$ cat config.mk
export PLATFORM = sky130hd
export DESIGN_NAME = hex_scan_driver
export DESIGN_NICKNAME = d
export VERILOG_FILES = /design/src/rtl/hex_scan_driver.sv
export SDC_FILE = /design/constraint.sdc
export NUM_CORES = 1
export LEC_CHECK = 0
export BUFFER_PORTS_ARGS = -buffer_cell sky130_fd_sc_hd__clkbuf_2
export CAP_MARGIN = 20
export CORE_MARGIN = 1.5
export CORE_UTILIZATION = 49
export DETAILED_ROUTE_END_ITERATION = 16
export PLACE_DENSITY = 0.82
export SLEW_MARGIN = 40
export SYNTH_ARGS = -nofsm -noshare
export SYNTH_HDL_FRONTEND = slang
export SYNTH_SLANG_ARGS = --single-unit
$ cat constraint.sdc
create_clock -name clk_i -period 11.4 [get_ports clk_i]
set_clock_uncertainty 0.1 [all_clocks]
set_input_delay 0.57 -clock clk_i [delete_from_list [all_inputs] [get_ports clk_i]]
set_output_delay 0.57 -clock clk_i [all_outputs]
set_load 0.01 [all_outputs]
$ cat src/rtl/hex_scan_driver.sv
`default_nettype none
// ============================================================================
// hex_scan_driver
// Eight-digit multiplexed seven-segment scan driver with per-frame snapshot.
// Revision 1.0
// ============================================================================
module hex_scan_driver #(
    parameter int CLK_DIV     = 50000,
    parameter int DEAD_CYCLES = 16
) (
    input  logic        clk_i,
    input  logic        rst_ni,
    input  logic [31:0] io_hex0,
    input  logic [31:0] io_hex1,
    input  logic [31:0] io_hex2,
    input  logic [31:0] io_hex3,
    input  logic [31:0] io_hex4,
    input  logic [31:0] io_hex5,
    input  logic [31:0] io_hex6,
    input  logic [31:0] io_hex7,
    output logic [6:0]  seg_o,
    output logic        dp_o,
    output logic [7:0]  an_o,
    output logic        frame_o
);

    localparam int              CNT_W    = (CLK_DIV > 1) ? $clog2(CLK_DIV) : 1;
    localparam logic [CNT_W-1:0] CNT_LAST = CNT_W'(CLK_DIV - 1);
    localparam logic [CNT_W-1:0] DEAD     = CNT_W'(DEAD_CYCLES);

    logic [CNT_W-1:0] cnt;
    logic [2:0]       dig;
    logic [31:0]      snap [8];
    logic [31:0]      hex_in [8];

    logic [31:0]      word;
    logic [6:0]       hex_seg;
    logic [6:0]       seg_next;
    logic             dp_next;
    logic             unused_bits;

    assign hex_in[0] = io_hex0;
    assign hex_in[1] = io_hex1;
    assign hex_in[2] = io_hex2;
    assign hex_in[3] = io_hex3;
    assign hex_in[4] = io_hex4;
    assign hex_in[5] = io_hex5;
    assign hex_in[6] = io_hex6;
    assign hex_in[7] = io_hex7;

    assign word        = snap[dig];
    assign unused_bits = ^{word[30:9], word[5]};

    // Active-low hex glyphs, segment a on bit 0
    always_comb begin
        hex_seg = 7'h7F;
        case (word[3:0])
            4'h0: hex_seg = 7'h40;
            4'h1: hex_seg = 7'h79;
            4'h2: hex_seg = 7'h24;
            4'h3: hex_seg = 7'h30;
            4'h4: hex_seg = 7'h19;
            4'h5: hex_seg = 7'h12;
            4'h6: hex_seg = 7'h02;
            4'h7: hex_seg = 7'h78;
            4'h8: hex_seg = 7'h00;
            4'h9: hex_seg = 7'h10;
            4'hA: hex_seg = 7'h08;
            4'hB: hex_seg = 7'h03;
            4'hC: hex_seg = 7'h46;
            4'hD: hex_seg = 7'h21;
            4'hE: hex_seg = 7'h06;
            4'hF: hex_seg = 7'h0E;
            default: hex_seg = 7'h7F;
        endcase
    end

    always_comb begin
        seg_next = hex_seg;
        dp_next  = ~word[4];
        if (word[31]) begin
            seg_next = ~word[6:0];
            dp_next  = ~word[7];
        end else if (word[8]) begin
            seg_next = 7'h7F;
            dp_next  = 1'b1;
        end
    end

    always_ff @(posedge clk_i) begin
        if (!rst_ni) begin
            cnt     <= '0;
            dig     <= '0;
            an_o    <= 8'hFF;
            seg_o   <= 7'h7F;
            dp_o    <= 1'b1;
            frame_o <= 1'b0;
            for (int k = 0; k < 8; k++) begin
                snap[k] <= '0;
            end
        end else begin
            if (cnt == CNT_LAST) begin
                cnt <= '0;
                dig <= dig + 3'd1;
            end else begin
                cnt <= cnt + CNT_W'(1);
            end

            // One coherent capture per frame so mid-frame writes never tear
            if (cnt == '0 && dig == 3'd0) begin
                for (int k = 0; k < 8; k++) begin
                    snap[k] <= hex_in[k];
                end
            end

            an_o    <= (cnt >= DEAD) ? ~(8'b1 << dig) : 8'hFF;
            seg_o   <= seg_next;
            dp_o    <= dp_next;
            frame_o <= (cnt == CNT_LAST) && (dig == 3'd7);
        end
    end

endmodule
`default_nettype wire
==> results.tsv, run 1 <==
stage	metric	value	unit
status	status	complete, no violations	
placement	gp_congestion	0.838	
detailed_routing	drt-vias-per-instance	5.25	
critical_path	crit_path_max_incr_delay	0.62	ns
yosys	synth_edf_count	80	
yosys	ys_types	51	
final_layout	fin_nets	770	
timing	tns	0	ns
timing	tightest_slew	0.843	ns
yosys	ys_ff_latch	119	
pwr	p_switching	0.276	mW
timing	final.period_utilization	27.1	%
pwr	ir_worst_vdd	0.0000940	V
detailed_routing	drc	0	
cts	post-cts-setup-buffers	0	
cts	max-clock-path-buffers	2	
floorplanning	rows	38	
cts	holdBufCountCts	0	
floorplanning	start_util	49.9	%
yosys	syn_area	5370	µm²
detailed_routing	routed_wl	10400	µm
cts	clockRootBuffer	clkbuf_8	
critical_path	cp_max_fo	20	
global_route	grt_pass1_vias	3398	
detailed_routing	avgRoutedWirePerCell	16.0	µm
cts	cts_made_buffers	17	
global_route	grt_max_degree	81	
timing	setup_ws	8.31	ns
final_layout	num-fill-cells	828	
timing	hold_violations	0	
floorplanning	core_area	10700	µm²
cts	clkLatencyLatePin	0.51	ns
yosys	ys.flop_type	edfxtp_1	
final_layout	final-seq-area	3180	µm²
timing	timing.final.crit_period	3.09	ns
final_layout	diodes	0	
final_layout	drive_gt1_share	30.1	%
timing	maxSlewViolCount	0	
critical_path	startpoint_type	register	
detailed_routing	vias	3417	
final_layout	layout_commonest_cell	clkbuf_2	
timing	slew-limit-headroom	43.7	%
final_layout	syn_to_final_growth	22.2	%
detailed_routing	drtAntennaViolNets	0	
yosys	yosysSeqAreaShare	59.3	%
pwr	switching_share	24.0	%
global_route	antenna_found_initial	0	
final_layout	multi_input_area	2040	µm²
global_route	overflow	0	
cts	cts_resized	0	
yosys	synth_area_per_cell	13.6	µm²
pwr	internal_power	0.875	mW
floorplanning	ioPinCount	275	
critical_path	cp_top_family	multiplexers	
critical_path	crit_chain	buf_4 > mux4_1 > mux2i_1 > inv_1 > ha_1 > a221oi_1 > a32oi_1	
yosys	synth_nets	666	
critical_path	critPathBufInv	2	
critical_path	critPathKind	register to register	
cts	clock_sinks	119	
yosys	synthArstFlopShare	0	%
timing	max_freq	324	MHz
critical_path	required	11.63	ns
floorplanning	die_area	11600	µm²
placement	dp_slack	8.34	ns
placement	place_inst	619	
global_route	grt_pass1_wl	16400	µm
pwr	leakage	2.69	nW
cts	cts_tree	yes	
pwr	comb_power_share	9.6	%
pwr	pwr-share-seq	45.4	%
placement	io_buffers	98	
detailed_routing	drtIter0Drc	225	
pwr	power_density	176	nW/µm²
cts	h-tree-depth	4	
critical_path	worstPathArrival	3.31	ns
yosys	syn-instance-count	394	
floorplanning	die_h	108	µm
final_layout	final_cell_mix	98 x clkbuf_2, 81 x and2_1, 80 x edfxtp_1, 39 x dfxtp_1, 28 x nor2_1	
cts	clkTransAtPathRegs	0.06	ns
global_route	grt_use_total	19.2	%
pwr	p_clk_share	45.0	%
critical_path	slowest_stage	mux4_1	
critical_path	endpoint_kind	register	
yosys	yosysWarnings	0	
floorplanning	die_x	108	µm
min_path	hold_class	input pin to register	
timing	rsz0062_at_grt	false	
timing	setup_violations	0	
final_layout	fin_cells	651	
job	cap_violations	0	
placement	dp_hpwl	6980	µm
detailed_routing	dr.pass1.iters	4	
## cells by family after synthesis
logic type / after synthesis / synth area share, %
xor+xnor: 15 / 2.45
flops: 119 / 59.3
fa+ha+maj: 14 / 3.26
mux: 35 / 12.5
buf+inv: 31 / 2.96
compound gates: 23 / 3.24
simple gates: 157 / 16.3
## layer usage
metal  vias to the layer above  part of all wire, %  track usage, %
li1                       1634                    -               -
met1                      1624                   40            23.8
met2                       139                   52            31.7
met3                        20                  6.4            5.21
met4                         0                  1.9            8.18
met5                         -                    0               0
## registers in the layout, indices dropped and copies added (netlist names), named ones only
name     flops
dp_o         1
snap        80
seg_o        7
frame_o      1
dig          3
an_o         8
cnt         16
## synth_stat cells, types with 7 or more instances
| cell | count | share of area (%) |
|---|---|---|
| and2_1 | 81 | 9.4 |
| edfxtp_1 | 80 | 45 |
| dfxtp_1 | 39 | 15 |
| nor2_1 | 28 | 2.0 |
| nand2_1 | 21 | 1.5 |
| ha_1 | 14 | 3.3 |
| inv_1 | 13 | 0.91 |
| mux4_1 | 12 | 5.9 |
| mux2i_1 | 9 | 1.7 |
| mux4_2 | 8 | 3.4 |
| xnor2_1 | 8 | 1.3 |
| xor2_1 | 7 | 1.1 |
## final cells by class
type | instances | share of cell area (%)
Clock buffer | 17 | 6.32
Sequential cell | 119 | 48.5
Clock inverter | 15 | 2.56
Multi-Input combinational cell | 244 | 31.1
Timing Repair Buffer | 102 | 8.00
Tap cell | 140 | 2.67
Inverter | 14 | 0.802
## worst paths after layout
path                                        start                       end  slack [ns]  cells past startpoint
worst max-delay path                     register       seg_o[0]$_SDFF_PN1_        8.31                      7
worst min-delay path                   io_hex2[5]  snap[2][5]$_SDFFCE_PN0P_        0.23                      2
worst max register to register           register       seg_o[0]$_SDFF_PN1_        8.31                      7
worst min register to register  cnt[0]$_SDFF_PP0_         cnt[0]$_SDFF_PP0_        0.40                      1
## power groups by stage
stage	Combinational (mW)	Clock (mW)	Sequential, mW
5_1_grt	0.122	0.545	0.526
4_1_cts	0.111	0.526	0.522
3_5_place_dp	0.110	0	0.531
2_1_floorplan	0.0704	0	0.534
6_report	0.111	0.518	0.522
3_3_place_gp	0.105	0	0.527
## through the flow
stage	util (%)	hold WS [ns]	cell area, µm²	total power [mW]
final	61.0	0.228	6560	1.15
after global routing	61.0	0.218	6560	1.19
after CTS	61.0	0.211	6550	1.16
after detailed placement	55.6	0.393	5970	0.641
after global placement	55.5	0.357	5970	0.632
after floorplan	-	0.342	5370	0.604
No activity file was read; power rests on OpenSTA's default activity.
==> inputs of run 2 (changes only) <==
--- a/config.mk
+++ b/config.mk
@@ -8,9 +8,9 @@
 export BUFFER_PORTS_ARGS = -buffer_cell sky130_fd_sc_hd__clkbuf_2
 export CAP_MARGIN = 20
 export CORE_MARGIN = 1.5
-export CORE_UTILIZATION = 49
+export CORE_UTILIZATION = 41
 export DETAILED_ROUTE_END_ITERATION = 16
-export PLACE_DENSITY = 0.82
+export PLACE_DENSITY = 0.73
 export SLEW_MARGIN = 40
 export SYNTH_ARGS = -nofsm -noshare
 export SYNTH_HDL_FRONTEND = slang
==> constraint.sdc (replaced) <==
create_clock -name clk_i -period 2.5 [get_ports clk_i]
set_clock_uncertainty 0.1 [all_clocks]
set_input_delay 0.125 -clock clk_i [delete_from_list [all_inputs] [get_ports clk_i]]
set_output_delay 0.125 -clock clk_i [all_outputs]
set_load 0.01 [all_outputs]
==> run 2 against run 1 <==
Routed wire length is 22% higher; highest routed layer unchanged; critical endpoint is now seg_o[3]$_SDFF_PN1_; non-clock buffer count is 91 higher; sequential share of layout area decreased by 6.1 points; largest power group is now clock.
==> results.tsv, run 2 (synthesis results as in run 1) <==
stage	metric	value	unit
detailed_routing	drc	0	
final_layout	diodes	0	
final_layout	largest_register_ff_count	80	
final_layout	fin_nets	861	
final_layout	final_cell_mix	98 x clkbuf_2, 81 x and2_1, 80 x dlygate4sd3_1, 80 x edfxtp_1, 36 x dfxtp_1	
pwr	comb_power_share	11.8	%
pwr	p_clk_share	44.2	%
detailed_routing	routed_wl	12700	µm
timing	timing.final.crit_period	2.39	ns
timing	hold_violations	0	
timing	max_freq	418	MHz
floorplanning	ioPinCount	275	
timing	setup_ws	0.110	ns
global_route	overflow	0	
floorplanning	die_area	13800	µm²
pwr	power_density	724	nW/µm²
cts	clkTransAtPathRegs	0.06	ns
floorplanning	die_h	117	µm
min_path	hold_class	input pin to register	
global_route	grt_use_total	19.0	%
pwr	internal_power	4.24	mW
critical_path	worstPathArrival	2.57	ns
critical_path	startpoint_type	register	
pwr	p_total	5.45	mW
detailed_routing	avgRoutedWirePerCell	16.4	µm
timing	maxSlewViolCount	0	
final_layout	syn_to_final_growth	40.1	%
status	status	complete, no violations	
placement	dp_hpwl	7250	µm
final_layout	num-fill-cells	971	
detailed_routing	drtAntennaViolNets	0	
detailed_routing	drt-vias-per-instance	4.89	
final_layout	regMostFlops	snap	
cts	cts_tree	yes	
timing	slew-limit-headroom	61.7	%
final_layout	layout_commonest_cell	clkbuf_2	
cts	cts_made_buffers	17	
cts	max-clock-path-buffers	2	
pwr	leakage	3.09	nW
floorplanning	core_area	12700	µm²
final_layout	reg_top3	snap: 80 flops, cnt: 16 flops, an_o: 8 flops	
cts	clock_sinks	119	
critical_path	critPathKind	register to register	
global_route	grt_pass1_wl	19800	µm
floorplanning	rows	41	
pwr	ir_worst_vdd	0.000422	V
critical_path	required	2.68	ns
timing	tns	0	ns
placement	io_buffers	98	
pwr	p_switching	1.20	mW
timing	setup_violations	0	
global_route	grt_max_degree	81	
detailed_routing	vias	3788	
cts	clkLatencyLatePin	0.41	ns
floorplanning	die_x	117	µm
global_route	antenna_found_initial	0	
cts	clockRootBuffer	clkbuf_16	
pwr	switching_share	22.1	%
detailed_routing	drtIter0Drc	266	
detailed_routing	dr.pass1.iters	5	
global_route	grt_pass1_vias	3856	
final_layout	drive_gt1_share	27.7	%
floorplanning	start_util	42.4	%
job	cap_violations	0	
timing	tightest_slew	0.569	ns
placement	gp_congestion	0.843	
critical_path	endpoint_kind	register	
cts	h-tree-depth	4	
critical_path	cp_max_fo	6	
pwr	pwr-share-seq	44.0	%
final_layout	final_core_util	59.4	%
timing	final.period_utilization	95.6	%
placement	dp_slack	-0.112	ns
==> run 2: path summary, 6_finish.rpt <==
path / startpoint / endpoint / slack (ns) / depth (start not counted)
worst max-delay path: register / seg_o[3]$_SDFF_PN1_ / 0.11 / 7
worst min-delay path: rst_ni / cnt[2]$_SDFF_PP0_ / 0.06 / 3
worst max register to register: register / seg_o[3]$_SDFF_PN1_ / 0.11 / 7
worst min register to register: cnt[0]$_SDFF_PP0_ / cnt[0]$_SDFF_PP0_ / 0.39 / 1
==> run 2: layer usage <==
layer / vias to the layer above / global-route usage, % / wire [µm]
met2: 155 / 32.6 / 6640
met1: 1800 / 22.7 / 5050
li1: 1808 / - / -
met5: - / 0 / 0
met3: 25 / 4.57 / 687
met4: 0 / 8.33 / 310
==> run 2: final cells by class <==
class	instances	area [µm²]	share of cell area [%]
sequential	119	3190	42.4
multi-input combinational	244	2050	27.2
timing repair buffer	193	1430	19.0
clock buffer	25	497	6.60
tap	172	215	2.86
clock inverter	7	92.6	1.23
inverter	14	52.6	0.699
==> run 2: what timing repair did <==
action / in CTS / in global routing
hold buffers: 80 / 0
setup endpoints to repair: 7 / 7
setup buffers: 0 / 1
resized for setup: 2 / 6
hold endpoints to repair: 80 / 0
==> run 2: power groups by stage <==
stage          sequential (mW)  combinational (mW)  clock [mW]
2_1_floorplan             2.41               0.325           0
3_3_place_gp              2.40               0.507           0
3_5_place_dp              2.42               0.524           0
4_1_cts                   2.38               0.625        2.42
5_1_grt                   2.41               0.701        2.51
6_report                  2.40               0.643        2.41
==> run 2: critical path: stages, from the launching register on <==
cell and delay [ns]:
dfxtp_4 0.40, mux4_1 0.57, mux2i_1 0.26, inv_1 0.16, ha_1 0.25, mux2_1 0.29
o21ai_0 0.16, a21oi_1 0.08
==> run 2: per-stage QoR <==
stage                     instance area, µm²  std cells  hold slack, ns
after global routing                    7520        774          0.0830
after global placement                  6110        661           0.305
after detailed placement                6110        661           0.306
after floorplan                         5380        394           0.223
final                                   7520        774          0.0551
after CTS                               7500        773          0.0354
==> inputs of run 3 (changes only) <==
--- a/config.mk
+++ b/config.mk
@@ -7,10 +7,9 @@
 export LEC_CHECK = 0
 export BUFFER_PORTS_ARGS = -buffer_cell sky130_fd_sc_hd__clkbuf_2
 export CAP_MARGIN = 20
-export CORE_MARGIN = 1.5
-export CORE_UTILIZATION = 41
+export CORE_UTILIZATION = 46
 export DETAILED_ROUTE_END_ITERATION = 16
-export PLACE_DENSITY = 0.73
+export PLACE_DENSITY = 0.78
 export SLEW_MARGIN = 40
 export SYNTH_ARGS = -nofsm -noshare
 export SYNTH_HDL_FRONTEND = slang
==> constraint.sdc (replaced) <==
create_clock -name clk_i -period 2.55 [get_ports clk_i]
set_clock_uncertainty 0.1 [all_clocks]
set_input_delay 0.1275 -clock clk_i [delete_from_list [all_inputs] [get_ports clk_i]]
set_output_delay 0.1275 -clock clk_i [all_outputs]
set_load 0.01 [all_outputs]
==> run 3 against run 2 <==
Final cell count shrank 3.5%; clock-buffer cell count shrank 8; register-to-register slack is essentially flat; hold slack lost 0.0098 ns; maximum frequency shrank 2.5%; die area shrank 12%; first-iteration DRC count shrank 32%; largest cell class unchanged; largest power group unchanged.
==> results.tsv, run 3 (synthesis results as in run 1) <==
stage	metric	value	unit
timing	tightest_slew	0.619	ns
placement	place_inst	635	
cts	clkTransAtPathRegs	0.06	ns
final_layout	final_core_util	67.0	%
final_layout	syn_to_final_growth	41.9	%
detailed_routing	dr.pass1.iters	4	
final_layout	fin_nets	863	
cts	cts_made_buffers	17	
final_layout	fin_cells	747	
cts	h-tree-depth	4	
floorplanning	die_x	110	µm
global_route	antenna_found_initial	0	
detailed_routing	drt-vias-per-instance	5.19	
floorplanning	die_area	12100	µm²
final_layout	layout_commonest_cell	clkbuf_2	
final_layout	largest_register_ff_count	80	
detailed_routing	drtIter0Drc	180	
final_layout	reg_top3	snap: 80 flops, cnt: 16 flops, an_o: 8 flops	
critical_path	critPathKind	register to register	
global_route	grt_pass1_wl	20100	µm
pwr	p_total	5.86	mW
pwr	power_density	769	nW/µm²
final_layout	final_cell_mix	98 x clkbuf_2, 81 x and2_1, 80 x dlygate4sd3_1, 80 x edfxtp_1, 35 x dfxtp_1	
final_layout	diodes	0	
floorplanning	ioPinCount	275	
global_route	overflow	0	
pwr	ir_worst_vdd	0.000672	V
critical_path	worstPathArrival	2.64	ns
cts	clock_sinks	119	
pwr	leakage	3.17	nW
min_path	hold_class	input pin to register	
detailed_routing	drc	0	
critical_path	required	2.74	ns
global_route	grt_max_degree	61	
floorplanning	die_h	110	µm
floorplanning	start_util	47.2	%
final_layout	regMostFlops	snap	
job	cap_violations	0	
cts	max-clock-path-buffers	2	
timing	slew-limit-headroom	58.7	%
final_layout	num-fill-cells	737	
global_route	grt_use_total	23.5	%
final_layout	drive_gt1_share	28.1	%
placement	io_buffers	98	
timing	max_freq	408	MHz
timing	setup_violations	0	
timing	tns	0	ns
timing	maxSlewViolCount	0	
cts	clkLatencyLatePin	0.42	ns
detailed_routing	vias	3878	
critical_path	startpoint_type	register	
timing	rsz0062_at_grt	false	
detailed_routing	avgRoutedWirePerCell	18.1	µm
critical_path	cp_max_fo	8	
critical_path	endpoint_kind	register	
status	status	complete, no violations	
timing	setup_ws	0.0988	ns
timing	timing.final.crit_period	2.45	ns
timing	hold_violations	0	
global_route	grt_pass1_vias	3981	
placement	dp_slack	-0.0990	ns
floorplanning	rows	39	
placement	gp_congestion	0.862	
detailed_routing	routed_wl	13500	µm
detailed_routing	drtAntennaViolNets	0	
critical_path	r2r_slack	0.1	ns
cts	clockRootBuffer	clkbuf_16	
cts	cts_tree	yes	
placement	dp_hpwl	7400	µm
timing	final.period_utilization	96.1	%
cts	post-cts-setup-buffers	0	
floorplanning	core_area	11400	µm²
==> run 3: changes by cell type in the layout (fill, tap and decap cells not counted), sizes merged <==
cell | before | now
clkinvlp | 1 | 0
clkinv | 4 | 6
inv | 14 | 16
clkbuf | 123 | 115
buf | 15 | 17
bufinv | 2 | 7
==> run 3: final cells by class <==
| type | count | area, µm² | area share [%] |
|---|---|---|---|
| flip-flops and latches | 119 | 3190 | 41.9 |
| multi-input cells | 244 | 2040 | 26.8 |
| repair buffers | 195 | 1460 | 19.1 |
| clock buffers | 17 | 425 | 5.59 |
| clock inverters | 15 | 272 | 3.57 |
| well taps | 143 | 179 | 2.35 |
| inverters | 14 | 52.6 | 0.690 |
==> run 3: what timing repair did <==
action	4_1_cts	5_1_grt
hold buffers	80	0
endpoints found under the setup margin	6	6
resized for setup	1	3
hold endpoints to repair	80	0
pin swaps	0	0
==> run 3: worst max-delay path: stages, from the launching register on <==
cell	delay, ns
dfxtp_4	0.42
mux4_1	0.63
mux2i_1	0.16
buf_4	0.17
inv_1	0.09
ha_1	0.24
mux2_1	0.28
o21ai_0	0.14
a21oi_1	0.10
==> run 3: routing by layer <==
metal	GRT usage, %	up-vias	part of all wire [%]	wire length (µm)
met5	0	-	0	0
met4	10.2	0	2.3	306
met3	5.82	27	5.9	805
met2	42.6	184	54	7370
met1	26.1	1854	37	5060
li1	-	1813	-	-
==> run 3: report_power, final <==
part | internal [mW] | switching (mW) | total, mW
combinational | 0.330 | 0.311 | 0.642
sequential | 2.28 | 0.0651 | 2.35
clock | 1.94 | 0.932 | 2.87
==> run 3: worst paths after layout <==
check | from | endpoint | cells after the start
max | register | seg_o[3]$_SDFF_PN1_ | 8
min | rst_ni | cnt[2]$_SDFF_PP0_ | 3
max reg2reg | register | seg_o[3]$_SDFF_PN1_ | 8
min reg2reg | cnt[0]$_SDFF_PP0_ | cnt[0]$_SDFF_PP0_ | 1
==> run 3: per-stage QoR <==
| step | instance area (µm²) | hold WS, ns |
|---|---|---|
| after floorplan | 5380 | 0.226 |
| after global placement | 6110 | 0.307 |
| after detailed placement | 6110 | 0.308 |
| after CTS | 7610 | 0.0465 |
| after global routing | 7610 | 0.0729 |
| final | 7610 | 0.0452 |
